==> src/rtl/uart_rx_assembler_pkg.sv <==
// Shared constants and helpers for the UART receive-side message assembler.
package uart_rx_assembler_pkg;

  localparam int unsigned F_CLK_HZ       = 32'd50_000_000;
  localparam int unsigned RX_GAP_TIMEOUT = F_CLK_HZ / 32'd1000;

  // Word count for a byte count, rounding up; 9-bit sum keeps LEN=255 exact.
  function automatic logic [7:0] words_from_len(input logic [7:0] len);
    logic [8:0] sum;
    sum = {1'b0, len} + 9'd1;
    return sum[8:1];
  endfunction

  function automatic logic [15:0] pack_word(input logic [7:0] msb, input logic [7:0] lsb);
    return {msb, lsb};
  endfunction

endpackage

==> src/rtl/uart_rx_assembler_word_fifo.sv <==
// Show-ahead 16-bit word FIFO with synchronous flush; full/empty come from
// read/write pointers carrying one extra wrap bit.
module uart_rx_assembler_word_fifo #(
  parameter int DEPTH = 128
) (
  input  logic        CLK,
  input  logic        RST,
  input  logic        FLUSH,
  input  logic        WRREQ,
  input  logic        RDREQ,
  input  logic [15:0] D,
  output logic [15:0] Q,
  output logic        FULL,
  output logic        EMPTY
);

  localparam int AW = $clog2(DEPTH);
  localparam logic [AW:0] PTR_ZERO = {(AW+1){1'b0}};
  localparam logic [AW:0] PTR_ONE  = {{AW{1'b0}}, 1'b1};

  logic [AW:0]  wr_ptr_r;
  logic [AW:0]  rd_ptr_r;
  logic [15:0]  mem_r [DEPTH];
  logic         do_wr_s;
  logic         do_rd_s;

  assign EMPTY   = (wr_ptr_r == rd_ptr_r);
  assign FULL    = (wr_ptr_r[AW] != rd_ptr_r[AW]) && (wr_ptr_r[AW-1:0] == rd_ptr_r[AW-1:0]);
  assign do_wr_s = WRREQ && !FULL;
  assign do_rd_s = RDREQ && !EMPTY;
  assign Q       = EMPTY ? 16'h0000 : mem_r[rd_ptr_r[AW-1:0]];

  // Pointer update; flush takes priority over any simultaneous push or pop.
  always_ff @(posedge CLK or negedge RST) begin
    if (!RST) begin
      wr_ptr_r <= PTR_ZERO;
      rd_ptr_r <= PTR_ZERO;
    end else if (FLUSH) begin
      wr_ptr_r <= PTR_ZERO;
      rd_ptr_r <= PTR_ZERO;
    end else begin
      if (do_wr_s) begin
        wr_ptr_r <= wr_ptr_r + PTR_ONE;
      end
      if (do_rd_s) begin
        rd_ptr_r <= rd_ptr_r + PTR_ONE;
      end
    end
  end

  // Storage array write port.
  always_ff @(posedge CLK) begin
    if (do_wr_s && !FLUSH) begin
      mem_r[wr_ptr_r[AW-1:0]] <= D;
    end
  end

endmodule

==> src/rtl/uart_rx_assembler.sv <==
// Parses length-prefixed UART frames, packs payload bytes MSB-first into
// 16-bit words and holds the completed message until the consumer acks it.
module uart_rx_assembler
  import uart_rx_assembler_pkg::*;
#(
  parameter int FIFO_DEPTH  = 128,
  parameter int GAP_TIMEOUT = RX_GAP_TIMEOUT
) (
  input  logic        CLK,
  input  logic        RST,
  input  logic [7:0]  RX_DATA,
  input  logic        RX_VALID,
  output logic        RX_READY,
  input  logic        RDREQ,
  output logic [15:0] FIFO_Q,
  output logic        FIFO_EMPTY,
  output logic        GOT_FULL_MESSAGE,
  input  logic        MSG_ACK,
  output logic [7:0]  MSG_LEN,
  output logic        PARITY_OUT,
  output logic        ERR_TIMEOUT,
  output logic        ERR_OVERFLOW,
  output logic [1:0]  state_mon
);

  localparam int TMR_W = $clog2(GAP_TIMEOUT) + 1;
  localparam logic [TMR_W-1:0] GAP_ZERO = {TMR_W{1'b0}};
  localparam logic [TMR_W-1:0] GAP_ONE  = {{(TMR_W-1){1'b0}}, 1'b1};
  localparam logic [TMR_W-1:0] GAP_LAST = TMR_W'(GAP_TIMEOUT - 1);

  typedef enum logic [1:0] {
    ST_WAIT_LEN = 2'd0,
    ST_GET_MSB  = 2'd1,
    ST_GET_LSB  = 2'd2,
    ST_DONE     = 2'd3
  } state_t;

  state_t           state_r, state_nxt_s;
  logic [7:0]       bytes_left_r, bytes_left_nxt_s;
  logic [7:0]       msb_r, msb_nxt_s;
  logic [7:0]       msg_len_r, msg_len_nxt_s;
  logic             parity_r, parity_nxt_s;
  logic [TMR_W-1:0] gap_cnt_r, gap_cnt_nxt_s;
  logic             err_timeout_r, err_timeout_nxt_s;
  logic             err_overflow_r, err_overflow_nxt_s;
  logic             accept_s, gap_expired_s;
  logic             wr_attempt_s, wrreq_s, flush_s;
  logic             fifo_full_s;
  logic [15:0]      wr_word_s;

  assign RX_READY         = (state_r != ST_DONE);
  assign accept_s         = RX_VALID && RX_READY;
  assign gap_expired_s    = (gap_cnt_r == GAP_LAST);
  assign GOT_FULL_MESSAGE = (state_r == ST_DONE);
  assign state_mon        = state_r;
  assign MSG_LEN          = msg_len_r;
  assign PARITY_OUT       = parity_r;
  assign ERR_TIMEOUT      = err_timeout_r;
  assign ERR_OVERFLOW     = err_overflow_r;

  uart_rx_assembler_word_fifo #(
    .DEPTH (FIFO_DEPTH)
  ) u_word_fifo (
    .CLK   (CLK),
    .RST   (RST),
    .FLUSH (flush_s),
    .WRREQ (wrreq_s),
    .RDREQ (RDREQ),
    .D     (wr_word_s),
    .Q     (FIFO_Q),
    .FULL  (fifo_full_s),
    .EMPTY (FIFO_EMPTY)
  );

  // Next-state, word assembly, gap timer and error decisions.
  always_comb begin
    state_nxt_s        = state_r;
    bytes_left_nxt_s   = bytes_left_r;
    msb_nxt_s          = msb_r;
    msg_len_nxt_s      = msg_len_r;
    parity_nxt_s       = parity_r;
    gap_cnt_nxt_s      = GAP_ZERO;
    err_timeout_nxt_s  = 1'b0;
    err_overflow_nxt_s = 1'b0;
    wr_attempt_s       = 1'b0;
    wr_word_s          = 16'h0000;
    wrreq_s            = 1'b0;
    flush_s            = 1'b0;
    case (state_r)
      ST_WAIT_LEN: begin
        if (accept_s && (RX_DATA != 8'h00)) begin
          bytes_left_nxt_s = RX_DATA;
          msg_len_nxt_s    = words_from_len(RX_DATA);
          parity_nxt_s     = RX_DATA[0];
          state_nxt_s      = ST_GET_MSB;
        end else begin
          state_nxt_s = ST_WAIT_LEN;
        end
      end
      ST_GET_MSB: begin
        if (accept_s) begin
          msb_nxt_s        = RX_DATA;
          bytes_left_nxt_s = bytes_left_r - 8'd1;
          if (bytes_left_r == 8'd1) begin
            wr_attempt_s = 1'b1;
            wr_word_s    = pack_word(RX_DATA, 8'h00);
            state_nxt_s  = ST_DONE;
          end else begin
            state_nxt_s = ST_GET_LSB;
          end
        end else if (gap_expired_s) begin
          err_timeout_nxt_s = 1'b1;
          flush_s           = 1'b1;
          state_nxt_s       = ST_WAIT_LEN;
        end else begin
          gap_cnt_nxt_s = gap_cnt_r + GAP_ONE;
        end
      end
      ST_GET_LSB: begin
        if (accept_s) begin
          bytes_left_nxt_s = bytes_left_r - 8'd1;
          wr_attempt_s     = 1'b1;
          wr_word_s        = pack_word(msb_r, RX_DATA);
          if (bytes_left_r == 8'd1) begin
            state_nxt_s = ST_DONE;
          end else begin
            state_nxt_s = ST_GET_MSB;
          end
        end else if (gap_expired_s) begin
          err_timeout_nxt_s = 1'b1;
          flush_s           = 1'b1;
          state_nxt_s       = ST_WAIT_LEN;
        end else begin
          gap_cnt_nxt_s = gap_cnt_r + GAP_ONE;
        end
      end
      ST_DONE: begin
        if (MSG_ACK) begin
          flush_s     = 1'b1;
          state_nxt_s = ST_WAIT_LEN;
        end else begin
          state_nxt_s = ST_DONE;
        end
      end
      default: begin
        state_nxt_s = ST_WAIT_LEN;
      end
    endcase
    // A word arriving at a full FIFO aborts the whole frame.
    if (wr_attempt_s && fifo_full_s) begin
      err_overflow_nxt_s = 1'b1;
      flush_s            = 1'b1;
      state_nxt_s        = ST_WAIT_LEN;
    end else begin
      wrreq_s = wr_attempt_s;
    end
  end

  // Control and status registers.
  always_ff @(posedge CLK or negedge RST) begin
    if (!RST) begin
      state_r        <= ST_WAIT_LEN;
      bytes_left_r   <= 8'h00;
      msb_r          <= 8'h00;
      msg_len_r      <= 8'h00;
      parity_r       <= 1'b0;
      gap_cnt_r      <= GAP_ZERO;
      err_timeout_r  <= 1'b0;
      err_overflow_r <= 1'b0;
    end else begin
      state_r        <= state_nxt_s;
      bytes_left_r   <= bytes_left_nxt_s;
      msb_r          <= msb_nxt_s;
      msg_len_r      <= msg_len_nxt_s;
      parity_r       <= parity_nxt_s;
      gap_cnt_r      <= gap_cnt_nxt_s;
      err_timeout_r  <= err_timeout_nxt_s;
      err_overflow_r <= err_overflow_nxt_s;
    end
  end

endmodule
==> config.mk <==
export PLATFORM = sky130hd
export DESIGN_NAME = uart_rx_assembler
export DESIGN_NICKNAME = d
export VERILOG_FILES = /design/src/rtl/uart_rx_assembler_pkg.sv /design/src/rtl/uart_rx_assembler_word_fifo.sv /design/src/rtl/uart_rx_assembler.sv
export SDC_FILE = /design/constraint.sdc
export NUM_CORES = 2
export LEC_CHECK = 0
export ABC_AREA = 0
export BUFFER_PORTS_ARGS = -buffer_cell sky130_fd_sc_hd__clkbuf_2
export CORE_ASPECT_RATIO = 1.4
export CORE_MARGIN = 2
export CORE_UTILIZATION = 35
export DETAILED_ROUTE_END_ITERATION = 12
export PLACE_DENSITY_LB_ADDON = 0.2
export SYNTH_ARGS = -nofsm -noshare
export SYNTH_HDL_FRONTEND = slang
export SYNTH_SLANG_ARGS = --single-unit
export TNS_END_PERCENT = 100
==> constraint.sdc <==
create_clock -name CLK -period 3.8 [get_ports CLK]
set_input_delay 0.76 -clock CLK [delete_from_list [all_inputs] [get_ports CLK]]
set_output_delay 0.76 -clock CLK [all_outputs]
set_load 0.02 [all_outputs]
After elaboration in Yosys (flattened, before gate mapping):

Memory sizes are Yosys's and may differ from the RTL's.
Index checks and enable logic that the tools add are counted.

* RAM bits: 2048
* bits of input ports: 13
* logic and storage cells: 84
* register bits: 62
* output and inout port bits: 32
* memories: 1

* eq/ne operators: 11
* reduce and logical (&&, ||, !) cells: 19
* multiplexer cells: 38
* $add $sub $neg: 5

Memories
* u_word_fifo.mem_r: words 128, width 16, rd ports 1, clocked after memory_dff 0, wr ports 1, line uart_rx_assembler_word_fifo.sv:23 `logic [15:0] mem_r [DEPTH];`

Operators by type and width (number)
* two-way mux 16 bit: 4
* two-way mux 17 bit: 3
* two-way mux 8 bit: 6
* one-hot mux 16 bit (2 select lines): 1
* adder 17 x 1 -> 17 bit (second input constant): 1
* equality test 17 x 16 -> 1 bit (second input constant): 1
* adder 8 x 1 -> 8 bit (second input constant): 2
* one-hot mux 8 bit (2 select lines): 1
* two-way mux 1 bit: 14
* two-way mux 2 bit: 6
* adder 8 x 1 -> 9 bit (second input constant): 1
* equality test 8 x 1 -> 1 bit (second input constant): 1
* equality test 8 bit: 1
* one-hot mux 2 bit (4 select lines): 1
* nonzero test 8 bit: 1
* subtractor 8 x 1 -> 8 bit (second input constant): 1
* equality test 7 bit: 1
* logical AND 1 bit: 7
* nonzero test 2 bit: 3
* equality test 2 bit (second input constant): 2
* != test 2 bit (second input constant): 2
* one-hot mux 1 bit (2 select lines): 2
* AND reduction 2 bit: 2
* zero test 1 bit: 3
* other kinds (6): 6

Longest topological paths before layout:

* depth after elaboration: 10
* gate-level depth with buffers: 12
* depth with buffers taken out: 7

Hierarchy:

From an unflattened synthesis, not the netlist that was laid out.

* cells, all modules: 4099
* area, all modules: 83297.4 um^2

Modules (own cells, without submodules)
* uart_rx_assembler_word_fifo: area an instance 80668.6 um^2, cells each 3823, sequential area each 61899.4 um^2, instances 1
* uart_rx_assembler: area an instance 2628.8 um^2, cells each 276, sequential area each 1151.1 um^2, instances 1

Least setup slack after synthesis:

OpenSTA, ideal clock, no wires.

* kind: register to register
* start: register state_r[0] (netlist: state_mon[0])
* end: memory u_word_fifo.mem_r[64][0], enable pin
* setup time: 430 ps
* data arrival time: 3852 ps
* clock period less this slack: 4283 ps
* slack: -483 ps
* stages on the path, launching flop included: 10
* path buffers: 2
* data required time: 3370 ps
* cell sequence: dfrtp_1 > ha_1 > and2b_1 > and3_1 > buf_2 > a41oi_1 > buf_2 > nor2_1 > nand3_1 > nor4_1

* elaborated cells between the ends (all ways): 19
* classes of those cells: eq/ne: 4; mux: 9; reduce/logical: 6

RTL lines
* start, declared: line uart_rx_assembler.sv:38 `state_t state_r, state_nxt_s;`
* start signal, assigned: line uart_rx_assembler.sv:171 `state_r <= state_nxt_s;`
* equality test 2 bit
* net GOT_FULL_MESSAGE: line uart_rx_assembler.sv:17 `output logic GOT_FULL_MESSAGE,`
* one-hot mux 1 bit (2 select lines): line uart_rx_assembler.sv:89 `case (state_r)`
* two-way mux 1 bit: line uart_rx_assembler.sv:150 `if (wr_attempt_s && fifo_full_s) begin`
* zero test 1 bit: line uart_rx_assembler_word_fifo.sv:53 `if (do_wr_s && !FLUSH) begin`
* logical AND 1 bit: line uart_rx_assembler_word_fifo.sv:53
* two-way mux 1 bit: line uart_rx_assembler_word_fifo.sv:53
* two-way mux 1 bit (not written as such): line uart_rx_assembler_word_fifo.sv:54 `mem_r[wr_ptr_r[AW-1:0]] <= D;`
* end, declared: line uart_rx_assembler_word_fifo.sv:23

The timed path passes the listed nets, and every way through them passes these cells.

Final worst setup path:

* start: register u_word_fifo.rd_ptr_r[0]
* end: output port FIFO_Q[5]

* word-level cells in the longest chain between the ends: 2
* elaborated cells between the ends (all ways): 3
* classes of those cells: eq/ne: 1; mux: 1; memory: 1

Ends and longest elaborated chain
* start, declared: line uart_rx_assembler_word_fifo.sv:22 `logic [AW:0] rd_ptr_r;`
* start signal, assigned: line uart_rx_assembler_word_fifo.sv:46 `rd_ptr_r <= rd_ptr_r + PTR_ONE;`
* memory (128 x 16 bit) or equality test 8 bit (tied branches)
* two-way mux 16 bit (*): line uart_rx_assembler_word_fifo.sv:31 `assign Q = EMPTY ? 16'h0000 : mem_r[rd_ptr_r[AW-1:0]];`
* end, declared: line uart_rx_assembler.sv:15 `output logic [15:0] FIFO_Q,`

Mark *: on every way between the ends. The rest lies on a longest branch, timed or not.

==> flow_metrics.tcl <==
set metrics [dict create \
    max_freq_ghz 0.212 \
    initial_core_util_pct 35.1 \
    vias 42600 \
    synth_nets 4028 \
    end_kind "output pin" \
    busiest_layer "met2" \
    gr-usage-met1_pct 25.0 \
    cts_tree "yes" \
    drcViolationCount 0 \
    critPathSlowestCell "dfrtp_4" \
    finish.utilization_pct 42.8 \
    cp_top_family "compound AO/OA/AOI/OAI gates" \
    p_leak_uw 0.0305 \
    grt_pass1_wl_um 343000 \
    grtUsageTotal_pct 20.1 \
    vias_per_cell 5.34 \
    core_um2 235000 \
    grt_max_degree 129 \
    fin_crit_ns 4.71 \
    drv_cap 0 \
    ctsRootBufferMaster "clkbuf_16" \
    place_ws_ns -0.992 \
    setup_ws_ns -0.908 \
    violations "negative setup slack" \
    hold_viol_final 0 \
    first_pass_iters 5 \
    grt_use_met2_pct 36.4 \
    critPathBufInv 6 \
    ios 45 \
    path_clk_slew_ns 0.06 \
    power_density_nw_per_um2 717 \
    met3_usage_pct 2.07 \
    worstSetupPathType "flop to output pin" \
    hold_path.class "input pin to asynchronous set/reset pin" \
    numCtsBuffers 204 \
    drive_gt1_share_pct 36.1 \
    maxSlewViolCount 0 \
    syn-cell-area_um2 82600 \
    wl_um 245000 \
    cp.arrival_ns 3.95 \
    yosysWarningCount 0 \
    avgRoutedWirePerCell_um 30.7 \
    area_growth_pct 22.1 \
    totalPowerFinal_uw 72300 \
    yosys.area.top_type "edfxtp_1" \
    dp.final_hpwl_um 154000 \
    ys_top_cells_by_area "edfxtp_1 74%, mux4_2 11%, mux2i_1 2.6%, dfrtp_1 1.9%, a22oi_1 1.1%" \
    ys_ff_latch 2110 \
    detail-route-antenna-nets 0 \
    gp_congestion 0.824 \
    clock_skew_ns 0.0744 \
    rows 211 \
    cp_cell_sequence "buf_12, buf_6, buf_8, and3b_1, buf_4, a221oi_2, a31oi_4, a211oi_4, buf_6, a211oi_4, clkbuf_8" \
    grt_setup_unrepaired "true" \
    syn_avg_cell_area_um2 20.6 \
    synth_edf_count 2048 \
    fin_nets 4759 \
    status "finished with violations" \
    worstSetupStartpointType "flop" \
    setup_viol 16 \
    numPortBuffers 44 \
    clock_path_buffers 4 \
    yosysSeqAreaShare_pct 76.4 \
    dieHeight_um 579 \
    cts_htree_levels 4 \
    ir_worst_vdd_mv 0.458 \
    synth_ff_type "edfxtp_1" \
    overflow 0 \
    worstSkewPairLatency_ns 0.86 \
    slew-limit-headroom_pct 21.5 \
    antenna_found_initial 3 \
    worst_pin_slew_ns 1.18 \
    synth-async-reset-ratio_pct 2.94 \
    grt_pass1_vias 44000 \
    die-area_um2 240000 \
    postCtsHoldBufs 0 \
    synth_top_area_share_pct 74.5 \
    dieWidth_um 414 \
    cts.sinks 2110 \
    cp_max_fo 7 \
    synth_cell_types 84 \
    synth_cells 4003 \
    cpPeakStageDelay_ns 0.55 \
    drt-initial-drc-count 3487 \
    required_ns 3.04 \
    finalCritPeriodShare_pct 124 \
    hold_slack_ns 0.0156 \
]
[synthesized netlist by cell type, types with 7 or more instances]
| library cell | number |
|---|---|
| buf_2 | 75 |
| and2_1 | 14 |
| ha_1 | 12 |
| buf_1 | 10 |
| o31ai_1 | 7 |
| buf_8 | 9 |
| o221ai_1 | 32 |
| edfxtp_1 | 2048 |
| nor2_1 | 182 |
| o22ai_1 | 8 |
| mux4_2 | 420 |
| nand2b_1 | 27 |
| a211oi_1 | 47 |
| o21ai_0 | 41 |
| and3_1 | 9 |
| nand4_1 | 7 |
| inv_1 | 14 |
| a221oi_1 | 11 |
| a2111oi_0 | 10 |
| xnor2_1 | 15 |
| clkbuf_1 | 87 |
| a31oi_1 | 31 |
| buf_6 | 30 |
| nor2b_1 | 25 |
| a22o_1 | 28 |
| nand3_1 | 32 |
| mux2_2 | 36 |
| nand2_1 | 91 |
| mux2i_1 | 213 |
| nor3_1 | 19 |
| or3_1 | 8 |
| buf_4 | 23 |
| nand3b_1 | 11 |
| a21oi_1 | 68 |
| nor4_1 | 11 |
| a22oi_1 | 125 |
| xor2_1 | 19 |
| dfrtp_1 | 62 |
[metrics by stage]
stage	setup TNS, ns	area [um^2]	instances
after floorplan	-20.25	82600	4003
after global placement	-8.81	91300	7510
after detailed placement	-8.56	91300	7510
after CTS	-13.94	99900	7919
after global routing	-13.72	101000	7968
final	-12.50	101000	7968
[state kept, by name, indices dropped and copies added, names as in the netlist]
signal                cells
gap_cnt_r                17
state_mon                 2
msb_r                     8
PARITY_OUT                1
u_word_fifo.rd_ptr_r      8
bytes_left_r              8
ERR_OVERFLOW              1
u_word_fifo.wr_ptr_r      8
ERR_TIMEOUT               1
u_word_fifo.mem_r      2048
MSG_LEN                   8
[cell families after synthesis]
group	share of synthesized area, %
flops	76.4
mux	14.5
buf+inv	1.80
fa+ha+maj	0.182
compound gates	3.98
xor+xnor	0.361
simple gates	2.77
[worst reg2reg max path, cell delays in order (launching register included)]
cell and delay, ns:
dfrtp_4 0.52, buf_12 0.16, buf_12 0.17, buf_12 0.18
xor2_1 0.28, nor4_4 0.09, and3b_1 0.24, nor2_1 0.20
nand3_1 0.22, buf_12 0.23, nor2_2 0.91
[power by group]
part           switching, uW  internal (uW)  leakage, uW  total (uW)
clock network           8710          11100      0.00305       19800
logic                  14200          12400       0.0102       26600
registers                275          25600       0.0172       25900
total                  23200          49100       0.0305       72300
[area by class of cell]
cell class                      count  area, um^2
Fill cell                       20300      134000
Sequential cell                  2110       63100
Multi-Input combinational cell   1640       19700
Timing Repair Buffer              762        7780
Clock buffer                      254        5340
Tap cell                         3088        3860
Clock inverter                     96         925
Inverter                           16        63.8
Antenna cell                        2        5.00
[final timing paths]
check                                                    start                                  end  slack [ns]  cells after the start
setup / recovery           u_word_fifo.rd_ptr_r[0]$_DFFE_PN0P_                            FIFO_Q[5]       -0.91                     11
max in group asynchronous                                  RST  u_word_fifo.rd_ptr_r[0]$_DFFE_PN0P_        2.85                      2
hold reg to reg                         gap_cnt_r[0]$_DFF_PN0_               gap_cnt_r[0]$_DFF_PN0_        0.46                      1
min in group CLK                                    RX_DATA[7]               MSG_LEN[7]$_DFFE_PN0P_        0.28                      3
hold / removal                                             RST               MSG_LEN[1]$_DFFE_PN0P_        0.02                      1
setup reg to reg           u_word_fifo.rd_ptr_r[1]$_DFFE_PN0P_   u_word_fifo.mem_r[41][5]$_DFFE_PP_        0.14                     10
[per-layer routing]
metal,part of all wire (%),wire length [um],up-vias
li1,-,-,18100
met1,40,98000,23100
met2,53,129000,1051
met3,3.7,9110,339
met4,3.3,8190,0
met5,0,0,-
[repair_timing]
item,CTS,global route
setup buffers,61,62
gates cloned,9,2
resized for setup,338,127
hold endpoints to repair,0,0
pin swaps,66,69
setup endpoints to repair,17,17
[cells in the final DEF (no fill, tap or decap), types with 11 or more instances in the layout]
cell and instances:
clkinv_1 34, a211oi_2 19, clkbuf_2 26, clkbuf_1 48, a31oi_1 18, a211oi_4 11, edfxtp_1 2048, bufinv_16 17
nand3b_1 11, inv_1 13, ha_1 12, mux2i_1 199, a22o_1 17, o21ai_2 12, a211oi_1 17, buf_16 12
a22oi_1 86, clkinv_2 32, nor2_2 21, a22oi_2 39, o21ai_0 21, nor2_1 156, dfrtp_1 56, buf_6 59
o221ai_1 27, buf_4 523, nand2_1 85, mux4_2 420, xor2_1 19, clkbuf_16 208, nand2b_1 21, a21oi_2 13
nand3_1 29, mux2_2 35, buf_12 113, nor2b_1 19, buf_8 16, xnor2_1 15, a21oi_1 53
No activity file was read; power rests on OpenSTA's default activity.
